==> src/rtl/scan_chain_loader_pkg.sv <==
// Shared definitions for the scan-chain loader: FSM encoding and default chain geometry.
package scan_chain_loader_pkg;

  localparam int MEM_SIZE       = 31;
  localparam int DATA_WIDTH_DEF = 8;
  // 31 memory bytes, then the button bit, then the 7-bit LED register
  localparam int CHAIN_LEN_DEF  = (MEM_SIZE * DATA_WIDTH_DEF) + 1 + 7;
  localparam int CNT_WIDTH_DEF  = 9;

  typedef enum logic [1:0] {
    IDLE = 2'd0,
    LOAD = 2'd1,
    DONE = 2'd2
  } loader_state_e;

endpackage

==> src/rtl/scan_chain_loader_serializer.sv <==
// Byte-to-bit serializer: holds one byte and presents it MSB first, one bit per cycle,
// accepting the next byte while the last bit is leaving so the bit stream has no gaps.
module scan_byte_serializer #(
  parameter int DATA_WIDTH = 8
) (
  input  logic                  clk_i,
  input  logic                  rst_ni,
  input  logic                  flush_i,
  input  logic                  enable_i,
  input  logic                  block_i,
  input  logic [DATA_WIDTH-1:0] in_data_i,
  input  logic                  in_valid_i,
  output logic                  in_ready_o,
  output logic                  bit_valid_o,
  output logic                  bit_o
);

  localparam int               IDX_W    = (DATA_WIDTH > 1) ? $clog2(DATA_WIDTH) : 1;
  localparam logic [IDX_W-1:0] LAST_IDX = IDX_W'(DATA_WIDTH - 1);

  logic [DATA_WIDTH-1:0] byte_q, byte_d;
  logic [IDX_W-1:0]      idx_q, idx_d;
  logic                  full_q, full_d;
  logic                  last_bit;
  logic                  accept;

  assign last_bit    = full_q && (idx_q == LAST_IDX);
  assign in_ready_o  = enable_i && !block_i && (!full_q || last_bit);
  assign accept      = in_ready_o && in_valid_i;
  assign bit_valid_o = full_q;
  assign bit_o       = byte_q[DATA_WIDTH-1];

  // The byte shifts left so the outgoing bit is always the register MSB; an emptied
  // buffer is all zeros, which keeps the serial data line low while idle.
  always_comb begin
    byte_d = byte_q;
    idx_d  = idx_q;
    full_d = full_q;
    if (full_q) begin
      byte_d = byte_q << 1;
      if (last_bit) begin
        idx_d  = '0;
        full_d = 1'b0;
      end else begin
        idx_d = idx_q + IDX_W'(1);
      end
    end
    if (accept) begin
      byte_d = in_data_i;
      idx_d  = '0;
      full_d = 1'b1;
    end
    if (flush_i) begin
      byte_d = '0;
      idx_d  = '0;
      full_d = 1'b0;
    end
  end

  always_ff @(posedge clk_i or negedge rst_ni) begin
    if (!rst_ni) begin
      byte_q <= '0;
      idx_q  <= '0;
      full_q <= 1'b0;
    end else begin
      byte_q <= byte_d;
      idx_q  <= idx_d;
      full_q <= full_d;
    end
  end

endmodule

==> src/rtl/scan_chain_loader.sv <==
// Loads the memory bank scan chain from a byte stream while holding the CPU in halt.
// Define SCAN_LOADER_READBACK_EN to stream the previous chain contents back out on rb_data_o.
module scan_chain_loader
  import scan_chain_loader_pkg::*;
#(
  parameter int CHAIN_LEN  = CHAIN_LEN_DEF,
  parameter int DATA_WIDTH = DATA_WIDTH_DEF,
  parameter int CNT_WIDTH  = CNT_WIDTH_DEF
) (
  input  logic                  clk_i,
  input  logic                  rst_ni,
  input  logic                  start_i,
  input  logic                  abort_i,
  input  logic [DATA_WIDTH-1:0] in_data_i,
  input  logic                  in_valid_i,
  output logic                  in_ready_o,
  output logic                  scan_enable_o,
  output logic                  scan_in_o,
  input  logic                  scan_out_i,
  output logic                  halt_o,
  output logic                  done_o,
  output logic [DATA_WIDTH-1:0] rb_data_o,
  output logic                  rb_valid_o
);

  loader_state_e        state_q, state_d;
  logic [CNT_WIDTH-1:0] bitcnt_q, bitcnt_d;
  logic                 ser_flush;
  logic                 ser_enable;
  logic                 ser_block;
  logic                 bit_valid;
  logic                 bit_val;
  logic                 last_shift;

  scan_byte_serializer #(
    .DATA_WIDTH (DATA_WIDTH)
  ) u_serializer (
    .clk_i       (clk_i),
    .rst_ni      (rst_ni),
    .flush_i     (ser_flush),
    .enable_i    (ser_enable),
    .block_i     (ser_block),
    .in_data_i   (in_data_i),
    .in_valid_i  (in_valid_i),
    .in_ready_o  (in_ready_o),
    .bit_valid_o (bit_valid),
    .bit_o       (bit_val)
  );

  assign scan_enable_o = bit_valid;
  assign scan_in_o     = bit_val;
  assign last_shift    = bit_valid && (bitcnt_q == CNT_WIDTH'(CHAIN_LEN - 1));

  // The serializer is held empty outside LOAD, so scan_enable can only rise during a load;
  // the final shift blocks intake so surplus bytes stay with the producer.
  always_comb begin
    state_d    = state_q;
    bitcnt_d   = bitcnt_q;
    halt_o     = 1'b0;
    done_o     = 1'b0;
    ser_flush  = 1'b0;
    ser_enable = 1'b0;
    ser_block  = 1'b0;
    case (state_q)
      IDLE: begin
        ser_flush = 1'b1;
        if (start_i) begin
          state_d  = LOAD;
          bitcnt_d = '0;
        end
      end
      LOAD: begin
        halt_o     = 1'b1;
        ser_enable = 1'b1;
        if (abort_i) begin
          state_d   = IDLE;
          ser_flush = 1'b1;
          ser_block = 1'b1;
        end else begin
          if (bit_valid) begin
            bitcnt_d = bitcnt_q + CNT_WIDTH'(1);
          end
          if (last_shift) begin
            ser_block = 1'b1;
            state_d   = DONE;
          end
        end
      end
      DONE: begin
        halt_o    = 1'b1;
        done_o    = 1'b1;
        ser_flush = 1'b1;
        state_d   = IDLE;
      end
      default: begin
        ser_flush = 1'b1;
        state_d   = IDLE;
      end
    endcase
  end

  always_ff @(posedge clk_i or negedge rst_ni) begin
    if (!rst_ni) begin
      state_q  <= IDLE;
      bitcnt_q <= '0;
    end else begin
      state_q  <= state_d;
      bitcnt_q <= bitcnt_d;
    end
  end

`ifdef SCAN_LOADER_READBACK_EN
  localparam int               RB_IDX_W = (DATA_WIDTH > 1) ? $clog2(DATA_WIDTH) : 1;
  localparam logic [RB_IDX_W-1:0] RB_LAST = RB_IDX_W'(DATA_WIDTH - 1);

  logic [DATA_WIDTH-1:0] rb_shift_q, rb_shift_d;
  logic [DATA_WIDTH-1:0] rb_data_q, rb_data_d;
  logic [RB_IDX_W-1:0]   rb_cnt_q, rb_cnt_d;
  logic                  rb_valid_q, rb_valid_d;

  // scan_out is sampled on the same edge that shifts the chain, so the bit nearest the
  // output is captured first and bytes come back in the order they were originally loaded.
  always_comb begin
    rb_shift_d = rb_shift_q;
    rb_data_d  = rb_data_q;
    rb_cnt_d   = rb_cnt_q;
    rb_valid_d = 1'b0;
    if ((state_q == IDLE) && start_i) begin
      rb_shift_d = '0;
      rb_cnt_d   = '0;
    end else if ((state_q == LOAD) && bit_valid) begin
      rb_shift_d = (rb_shift_q << 1) | DATA_WIDTH'(scan_out_i);
      if (rb_cnt_q == RB_LAST) begin
        rb_cnt_d   = '0;
        rb_data_d  = rb_shift_d;
        rb_valid_d = 1'b1;
      end else begin
        rb_cnt_d = rb_cnt_q + RB_IDX_W'(1);
      end
    end
  end

  always_ff @(posedge clk_i or negedge rst_ni) begin
    if (!rst_ni) begin
      rb_shift_q <= '0;
      rb_data_q  <= '0;
      rb_cnt_q   <= '0;
      rb_valid_q <= 1'b0;
    end else begin
      rb_shift_q <= rb_shift_d;
      rb_data_q  <= rb_data_d;
      rb_cnt_q   <= rb_cnt_d;
      rb_valid_q <= rb_valid_d;
    end
  end

  assign rb_data_o  = rb_data_q;
  assign rb_valid_o = rb_valid_q;
`else
  logic unused_scan_out;

  assign unused_scan_out = scan_out_i;
  assign rb_data_o       = '0;
  assign rb_valid_o      = 1'b0;
`endif

endmodule

==> config.mk <==
export PLATFORM = sky130hd
export DESIGN_NAME = scan_chain_loader
export DESIGN_NICKNAME = d
export VERILOG_FILES = /design/src/rtl/scan_chain_loader_pkg.sv /design/src/rtl/scan_chain_loader_serializer.sv /design/src/rtl/scan_chain_loader.sv
export SDC_FILE = /design/constraint.sdc
export NUM_CORES = 1
export LEC_CHECK = 0
export CAP_MARGIN = 20
export CORE_MARGIN = 2
export CORE_UTILIZATION = 50
export DETAILED_ROUTE_END_ITERATION = 12
export GPL_ROUTABILITY_DRIVEN = 0
export GPL_TIMING_DRIVEN = 0
export PLACE_DENSITY_LB_ADDON = 0.25
export SLEW_MARGIN = 25
export SYNTH_ARGS = -nofsm -noshare
export SYNTH_HDL_FRONTEND = slang
export SYNTH_HIERARCHICAL = 1
export SYNTH_SLANG_ARGS = --single-unit
==> constraint.sdc <==
create_clock -name clk_i -period 4.2 [get_ports clk_i]
set_clock_uncertainty 0.15 [all_clocks]
set_input_delay 0.84 -clock clk_i [delete_from_list [all_inputs] [get_ports clk_i]]
set_output_delay 0.84 -clock clk_i [all_outputs]
set_load 0.05 [all_outputs]
# Word level (Yosys, flattened, before mapping)

Index checks and enable logic that the tools add are counted.

Add/subtract/negate cells: 2
Reductions and logical operators: 14
Equal/unequal tests: 8
Muxes and demuxes: 27

Operator list:

| kind                                                                    | number |
|---|---|
| 9-bit 2-to-1 mux                                                        | 3 |
| 8-bit 2-to-1 mux                                                        | 3 |
| 9-bit case mux with 2 select lines                                      | 1 |
| 1-bit 2-to-1 mux                                                        | 12 |
| 3-bit 2-to-1 mux                                                        | 4 |
| 9-bit by 1-bit adder with 9-bit output, second input constant           | 1 |
| 9-bit by 8-bit equality test with 1-bit output, second input constant   | 1 |
| 2-bit 2-to-1 mux                                                        | 3 |
| 1-bit logical AND                                                       | 5 |
| 2-bit inequality test, second input constant                            | 2 |
| 2-bit case mux with 2 select lines                                      | 1 |
| 4-bit AND reduction                                                     | 1 |
| 3-bit by 1-bit adder with 3-bit output, second input constant           | 1 |
| 3-bit equality test, second input constant                              | 1 |
| 3-bit inequality test, second input constant                            | 1 |
| 3-bit nonzero test                                                      | 1 |
| 2-bit by 1-bit equality test with 1-bit output, second input constant   | 1 |
| 2-bit equality test, second input constant                              | 1 |
| 1-bit logical NOT                                                       | 2 |
| 2-bit logical NOT                                                       | 1 |
| 2-bit by 1-bit inequality test with 1-bit output, second input constant | 1 |
| 2-bit AND reduction                                                     | 1 |
| 2-bit nonzero test                                                      | 1 |
| 2-bit OR reduction                                                      | 1 |
| 1-bit logical OR                                                        | 1 |

Word-level logic and storage cells: 56
Output and inout port bits: 14
Bits of input ports: 14
Register bits after elaboration: 23

# Longest topological paths before layout

Depth in word-level cells: 11
Gate-level depth with buffers: 10
Depth with buffers taken out: 9

# By module

Netlist, hierarchy kept.

By module, submodules not included:

| module               | area an instance (µm²) | seq. area each (µm²) | times used | cells each |
|---|---|---|---|---|
| scan_chain_loader    | 733.2                  | 275.3                | 1          | 78 |
| scan_byte_serializer | 628.1                  | 300.3                | 1          | 57 |

# Least setup slack after synthesis

No wires, ideal clock.

Kind: register -> output
From: register bitcnt_q[3]
To: output in_ready_o
Stages on the path, launching flop included: 8
Buffers on the path: 0
Data arrival time: 2.594 ns
Slack: 0.616 ns
Data required time: 3.210 ns
Path through: dfrtp_1 > and2_1 > and3_1 > and4_1 > ha_1 > and2_1 > o21a_1 > nor3b_1

Word-level cells in the longest chain between the ends: 8

Ends and longest elaborated chain:

| element                                        | RTL line                           | text |
|---|---|---|
| start, declared                                | scan_chain_loader.sv:27            | `logic [CNT_WIDTH-1:0] bitcnt_q, bitcnt_d;` |
| start signal, assigned                         | scan_chain_loader.sv:108           | `bitcnt_q <= bitcnt_d;` |
| 9-bit by 8-bit equality test with 1-bit output | scan_chain_loader.sv:52            | `assign last_shift = bit_valid && (bitcnt_q == CNT_WIDTH'(CHAIN_LEN - 1));` |
| 1-bit logical AND                              | scan_chain_loader.sv:52            |  |
| 1-bit 2-to-1 mux                               | scan_chain_loader.sv:83            | `if (last_shift) begin` |
| 1-bit 2-to-1 mux                               | scan_chain_loader.sv:75            | `if (abort_i) begin` |
| 1-bit 2-to-1 mux                               | scan_chain_loader.sv:64            | `case (state_q)` |
| net ser_block                                  | scan_chain_loader.sv:30            | `logic ser_block;` |
| 1-bit logical NOT                              | scan_chain_loader_serializer.sv:28 | `assign in_ready_o = enable_i && !block_i && (!full_q \|\| last_bit);` |
| 1-bit logical AND (2 in series)                | scan_chain_loader_serializer.sv:28 |  |
| end, declared                                  | scan_chain_loader.sv:16            | `output logic in_ready_o,` |

The timed path passes the listed nets, and every way through them passes these cells.

# Worst setup path after layout

Same ends and word-level chain as after synthesis.

==> reports/qor.txt <==
Outcome -> finished, final reports clean
Final setup viols -> 0
Clock insertion delay at the later pin of the skew report -> 0.31 ns
Leakage power -> 0.758 nW
Worst R2R Setup Slack -> 1.67 ns
Maximum VDD drop -> 0.273 mV
Ports -> 28
CTS tree -> yes
Sequential fraction of the synthesis area -> 0.423
RSZ-0062 raised after global routing -> false
Post-synth top area share -> 0.423
Netlist Area Pre-Place -> 1360 sq um
Hold buffers post-CTS -> 0
Fin nets -> 187
Core area -> 2520 sq um
Ant. Diodes -> 0
Cell Pwr Density -> 440 nW/um^2
Area grow syn2layout -> 19.1%
Port-buffer cells -> 17
Smallest hold slack -> 0.331 ns
Wire per inst -> 13.9 um
Worst-margin pin slew -> 0.520 ns
Met1 Usage GRT -> 0.248
Timing-limited maximum frequency -> 256 MHz
Clk buf depth -> 2
Root Driver -> clkbuf_4
GRT met3 Usage -> 0.0256
Synth area leaders -> dfrtp_1 42%, ha_1 7.4%, mux2i_1 6.6%
Minimum clock period -> 3.91 ns
Mapped Cells -> 135
Total GRT Usage -> 0.189
CTS Buf Count -> 3
Die Ht -> 56.2 um
Avg Synthesized Cell Area -> 10.1 sq um
Post-synth EDFFs -> 0
Worst hold path class -> in -> async
Post_cts resized -> 0
Starting Density -> 0.540
Num rows -> 18
Vias in the first global route -> 1059
CP max FO -> 3
Sink Count -> 23
Remaining Overflow, GRT -> 0
Met2 Use GR -> 0.311
Relative slew slack -> 0.654
Final ANT Viol Nets -> 0
Reg-to-reg startpoint -> bitcnt_q[3]$_DFFE_PN0P_
Reg2Reg Capture Point -> u_serializer/byte_q[4]$_DFFE_PN0P_
Worst Path Arrival -> 2.92 ns
Largest net degree at the start of global routing -> 24
Critical path class -> reg -> out
Drt via density -> 5.49
Yosys warnings -> 6
Final period util -> 0.931
H-tree lvl count -> 1
Setup TNS -> 0 ns
Global-route wire length before repair -> 4.80 mm
Die width -> 56.2 um
Total Routed Length -> 2.70 mm
Via count -> 1065
FF-to-FF path depth -> 9
Most used routing layer -> met2
Worst setup SP type -> flip-flop
Share of post-route cells with drive strength above 1 -> 0.134
Post-CTS setup repair buffer count -> 0
Detailed Place HPWL -> 2.06 mm
First-iteration detailed-routing DRC count -> 16
Area leader, netlist -> dfrtp_1
DR pass1 iterations -> 4
Die ar. -> 3160 sq um
Final hold vios -> 0
Worst path required time -> 3.21 ns
Reg clk slew, reported paths -> 0.13 ns
Crit path from -> bitcnt_q[3]$_DFFE_PN0P_
Asr flop ratio synth -> 1.00
Unique masters post-synth -> 40
Drt drc -> 0
Post-synth top flop -> dfrtp_1
Slew Limit Fails -> 0
Antenna violations before repair -> 0
Maxcap violations -> 0
Critical Path End Type -> primary output
Yosys reg bits -> 23
synthesized netlist by cell type (2+ instances only):
cell type   n
a21oi_1     5
and3b_2     2
and3_1      2
a211oi_1    8
buf_4      10
dfrtp_1    23
inv_1       4
ha_1        8
nand3_1     2
and2_1      3
o211ai_1    2
mux2i_1     9
nand4_1     2
nand2b_1    3
nor3_1      7
nor2_1      3
or2b_1      3
nand2_1    11
nand3b_1    3
o21ai_0     5
per-layer routing:
| layer | wire length, um | up-vias | part of all wire |
|---|---|---|---|
| met1 | 1230 | 502 | 0.46 |
| li1 | - | 524 | - |
| met5 | 0 | - | 0 |
| met4 | 59 | 0 | 0.022 |
| met2 | 1280 | 33 | 0.47 |
| met3 | 125 | 6 | 0.046 |
sequential cells by signal, summed over array words and instances (netlist names):
signal	count
state_q	2
u_serializer/byte_q	8
u_serializer/bit_valid_o	1
u_serializer/idx_q	3
bitcnt_q	9
cells by family (layout without fill, tap and decap cells):
| family | after synthesis | after routing | synth area share |
|---|---|---|---|
| other cells | 1 | 9 | 0.00275 |
| compound gates | 26 | 26 | 0.129 |
| buf+inv | 17 | 38 | 0.0809 |
| simple gates | 48 | 48 | 0.204 |
| flops | 23 | 23 | 0.423 |
| fa+ha+maj | 8 | 8 | 0.0735 |
| mux | 10 | 10 | 0.0745 |
| xor+xnor | 2 | 2 | 0.0129 |
worst max path at each step:
stage	cells after the start	slack [ns]	to
3_5_place_dp	8	0.66	in_ready_o
2_1_floorplan	7	0.62	in_ready_o
4_1_cts	8	0.29	in_ready_o
5_1_grt	8	0.12	in_ready_o
6_report	8	0.29	in_ready_o
3_3_place_gp	4	0.69	in_ready_o
where the power goes:
group | total (mW) | switching (mW) | internal [mW]
clock network | 0.103 | 0.0671 | 0.0355
registers | 0.282 | 0.0282 | 0.254
logic | 0.329 | 0.207 | 0.122
total | 0.713 | 0.302 | 0.411
cell usage in the layout, fill, tap and decap left out, types with 2 or more instances in the layout:
master           instances
and2_1                   3
nor2_1                   3
mux2i_1                  9
nand3_1                  2
nor3_1                   7
or2b_1                   3
o21ai_0                  5
clkbuf_4                 3
and3_1                   2
nand2b_1                 3
nand2_1                 11
conb_1                   9
a21oi_1                  5
dfrtp_1                 23
buf_2                    2
ha_1                     8
inv_1                    4
nand3b_1                 3
and3b_2                  2
clkdlybuf4s50_1         16
a211oi_1                 8
nand4_1                  2
buf_4                   10
o211ai_1                 2
critical path, stage by stage (launching register included):
cell	delay, ns
dfrtp_1	0.43
and2_1	0.19
and3_1	0.21
and4_1	0.21
ha_1	0.19
and2_1	0.16
o21a_1	0.20
nor3b_1	0.21
clkdlybuf4s50_1	0.83
layout make-up:
type	count	area [sq um]
Buffer	13	95.1
Clock buffer	3	22.5
Clock inverter	1	5.00
Fill cell	224	901
Inverter	4	15.0
Multi-Input combinational cell	103	706
Sequential cell	23	576
Tap cell	30	37.5
Timing Repair Buffer	17	165
stage by stage:
step	setup slack, ns	util	power [mW]	instances	cell area [sq um]
finish	0.291	0.643	0.713	194	1620
global route	0.122	0.643	0.763	194	1620
CTS	0.287	0.645	0.718	194	1630
detailed placement	0.658	0.634	0.613	190	1600
global placement	0.687	0.634	0.603	190	1600
floorplan	0.616	-	0.525	143	1390
Note: power is estimated with default switching activity, not from simulation.
==> patch, RTL diff (same settings) <==
The package constant `DATA_WIDTH_DEF` goes from 8 to 16.
--- a/src/rtl/scan_chain_loader_pkg.sv
+++ b/src/rtl/scan_chain_loader_pkg.sv
@@ -3,5 +3,5 @@
 
   localparam int MEM_SIZE       = 31;
-  localparam int DATA_WIDTH_DEF = 8;
+  localparam int DATA_WIDTH_DEF = 16;
   // 31 memory bytes, then the button bit, then the 7-bit LED register
   localparam int CHAIN_LEN_DEF  = (MEM_SIZE * DATA_WIDTH_DEF) + 1 + 7;
Ports: changed (resized in_data_i and rb_data_o); port bits go from 28 to 44. No check against the original RTL was run, so the function may have changed too.
==> patch against the original RTL <==
Synthesized area grew 52%; setup slack gained 0.37 ns; total power grew 44%; global-route usage shrank 1.5 points; wire length grew 36%; sequential cell count grew 9; clock power grew 110%; non-clock buffer count grew 22; design area grew 57%; synthesized cell count grew 50%; largest power group unchanged.
==> patch: results (changes against the original RTL) <==
- The run finished with clean final reports.
- The count of filler cells inserted in the layout is 353 (+58%).
- The worst register-to-register path begins at bitcnt_q[0].
- Endpoint of the worst-slack reg-to-reg timing path: u_serializer/byte_q[5]
- The TritonCTS buffer count came to 5 (+2).
- The insertion delay of the later-clocked pin in the worst-skew pair was 0.28 ns (-0.03 ns).
* Share of the yosys chip area belonging to registers: 38.6% (-3.7 points)
- The placed wire-length estimate was 2.75 mm (+34%).
- Length in cells of the worst reg-to-reg path: 8 (-1)
* H-tree levels: 2 (+1)
- IO buf count: 25 (+8)
* Iteration-0 DRC Markers: 56 (+40)
* Slack of the worst reg-to-reg path: 1.84 ns (+0.17 ns)
- Clock Tree Root: sky130_fd_sc_hd__clkbuf_8
- The static leakage came to 1.14 nW (+50%).
- The routed wire length came to 3.68 mm (+36%).
* Most numerous cell types in the synthesized netlist: sky130_fd_sc_hd__dfrtp_1, sky130_fd_sc_hd__buf_4, sky130_fd_sc_hd__nor2_1
- Average vias per placed instance: 4.93 (-10%)
* Global router's overall resource usage: 17.5% (-1.5 points)
- The number of distinct library cells after synthesis was 43 (+7.5%).
* Arrival time of data at the critical path endpoint: 2.54 ns (-0.38 ns)
- Worst path top cell family by delay: buffers and inverters
- Pin count of the biggest net entering global routing: 19 (-21%)
- Largest registers: u_serializer/byte_q (16), bitcnt_q (9), u_serializer/idx_q (4)
* Biggest area contributors in the synthesized netlist: sky130_fd_sc_hd__dfrtp_1, sky130_fd_sc_hd__mux2i_1, sky130_fd_sc_hd__buf_4, sky130_fd_sc_hd__mux2_4, sky130_fd_sc_hd__nor2b_1
- Peak supply drop: 0.000242 V (-11%)
* Avg WL per Cell: 12.2 um (-12%)
* Fraction of final layout cells with drive strength greater than 1: 21.1% (+7.7 points)
- Vias in the first global route: 1310 (+24%)
- Cells after Synth: 202 (+50%)
- Final hold slack: 0.331 ns (+0.000205 ns)
- The critical path starts at abort_i.
-- patch: cell count changes after synthesis, moves of 3 or more --
cell | unedited run | this run
sky130_fd_sc_hd__a21oi_1 | 5 | 9
sky130_fd_sc_hd__mux2i_1 | 9 | 16
sky130_fd_sc_hd__nor2_1 | 3 | 19
sky130_fd_sc_hd__mux2_2 | 1 | 7
sky130_fd_sc_hd__a211oi_1 | 8 | 1
sky130_fd_sc_hd__or2b_1 | 3 | 0
sky130_fd_sc_hd__nor2b_1 | 1 | 16
sky130_fd_sc_hd__dfrtp_1 | 23 | 32
sky130_fd_sc_hd__nor3_1 | 7 | 1
sky130_fd_sc_hd__or3_1 | 1 | 4
sky130_fd_sc_hd__mux2_4 | 0 | 8
sky130_fd_sc_hd__buf_4 | 10 | 19
-- patch: cell type report --
type / count / area [um2] / share of cell area, %
multi-input combinational: 156 / 1130 / 44.4
inverter: 4 / 15.0 / 0.589
clock buffer: 6 / 72.6 / 2.85
buffer: 26 / 189 / 7.41
sequential: 32 / 801 / 31.4
timing repair buffer: 26 / 273 / 10.7
tap: 50 / 62.6 / 2.45
clock inverter: 1 / 5.00 / 0.196
-- patch: layer usage --
layer  vias to the layer above  routed length, um  track usage [%]
met2                        29               1760             28.4
li1                        758                  -                -
met3                         2                157             4.93
met4                         0                 23             6.00
met1                       696               1730             22.1
met5                         -                  0                0
-- patch: cells by family after synthesis --
group | Yosys count | share of synthesized area (%)
AND/OR/NAND/NOR | 70 | 19.6
multiplexers | 32 | 17.8
flip-flops | 32 | 38.6
buffers and inverters | 30 | 9.82
AO/OA/AOI/OAI | 28 | 9.10
adder cells (fa/ha/maj) | 6 | 3.62
XOR/XNOR | 3 | 1.27
other | 1 | 0.181
-- patch: per-stage QoR --
step	worst slack, ns	instance area, um2
2_1_floorplan	1.53	2140
6_report	0.665	2550
5_1_grt	0.565	2550
3_5_place_dp	0.670	2470
3_3_place_gp	0.671	2450
4_1_cts	0.654	2550
-- patch: report_power, final --
group          switching, mW  internal [mW]
combinational          0.259          0.179
sequential            0.0312          0.344
clock                  0.105          0.112
-- patch: how the worst max path moves through the flow --
stage	to	slack [ns]	cells past startpoint
global placement	in_ready_o	0.67	5
floorplan	in_ready_o	1.53	4
CTS	in_ready_o	0.65	5
finish	in_ready_o	0.67	5
detailed placement	in_ready_o	0.67	5
global route	in_ready_o	0.57	6
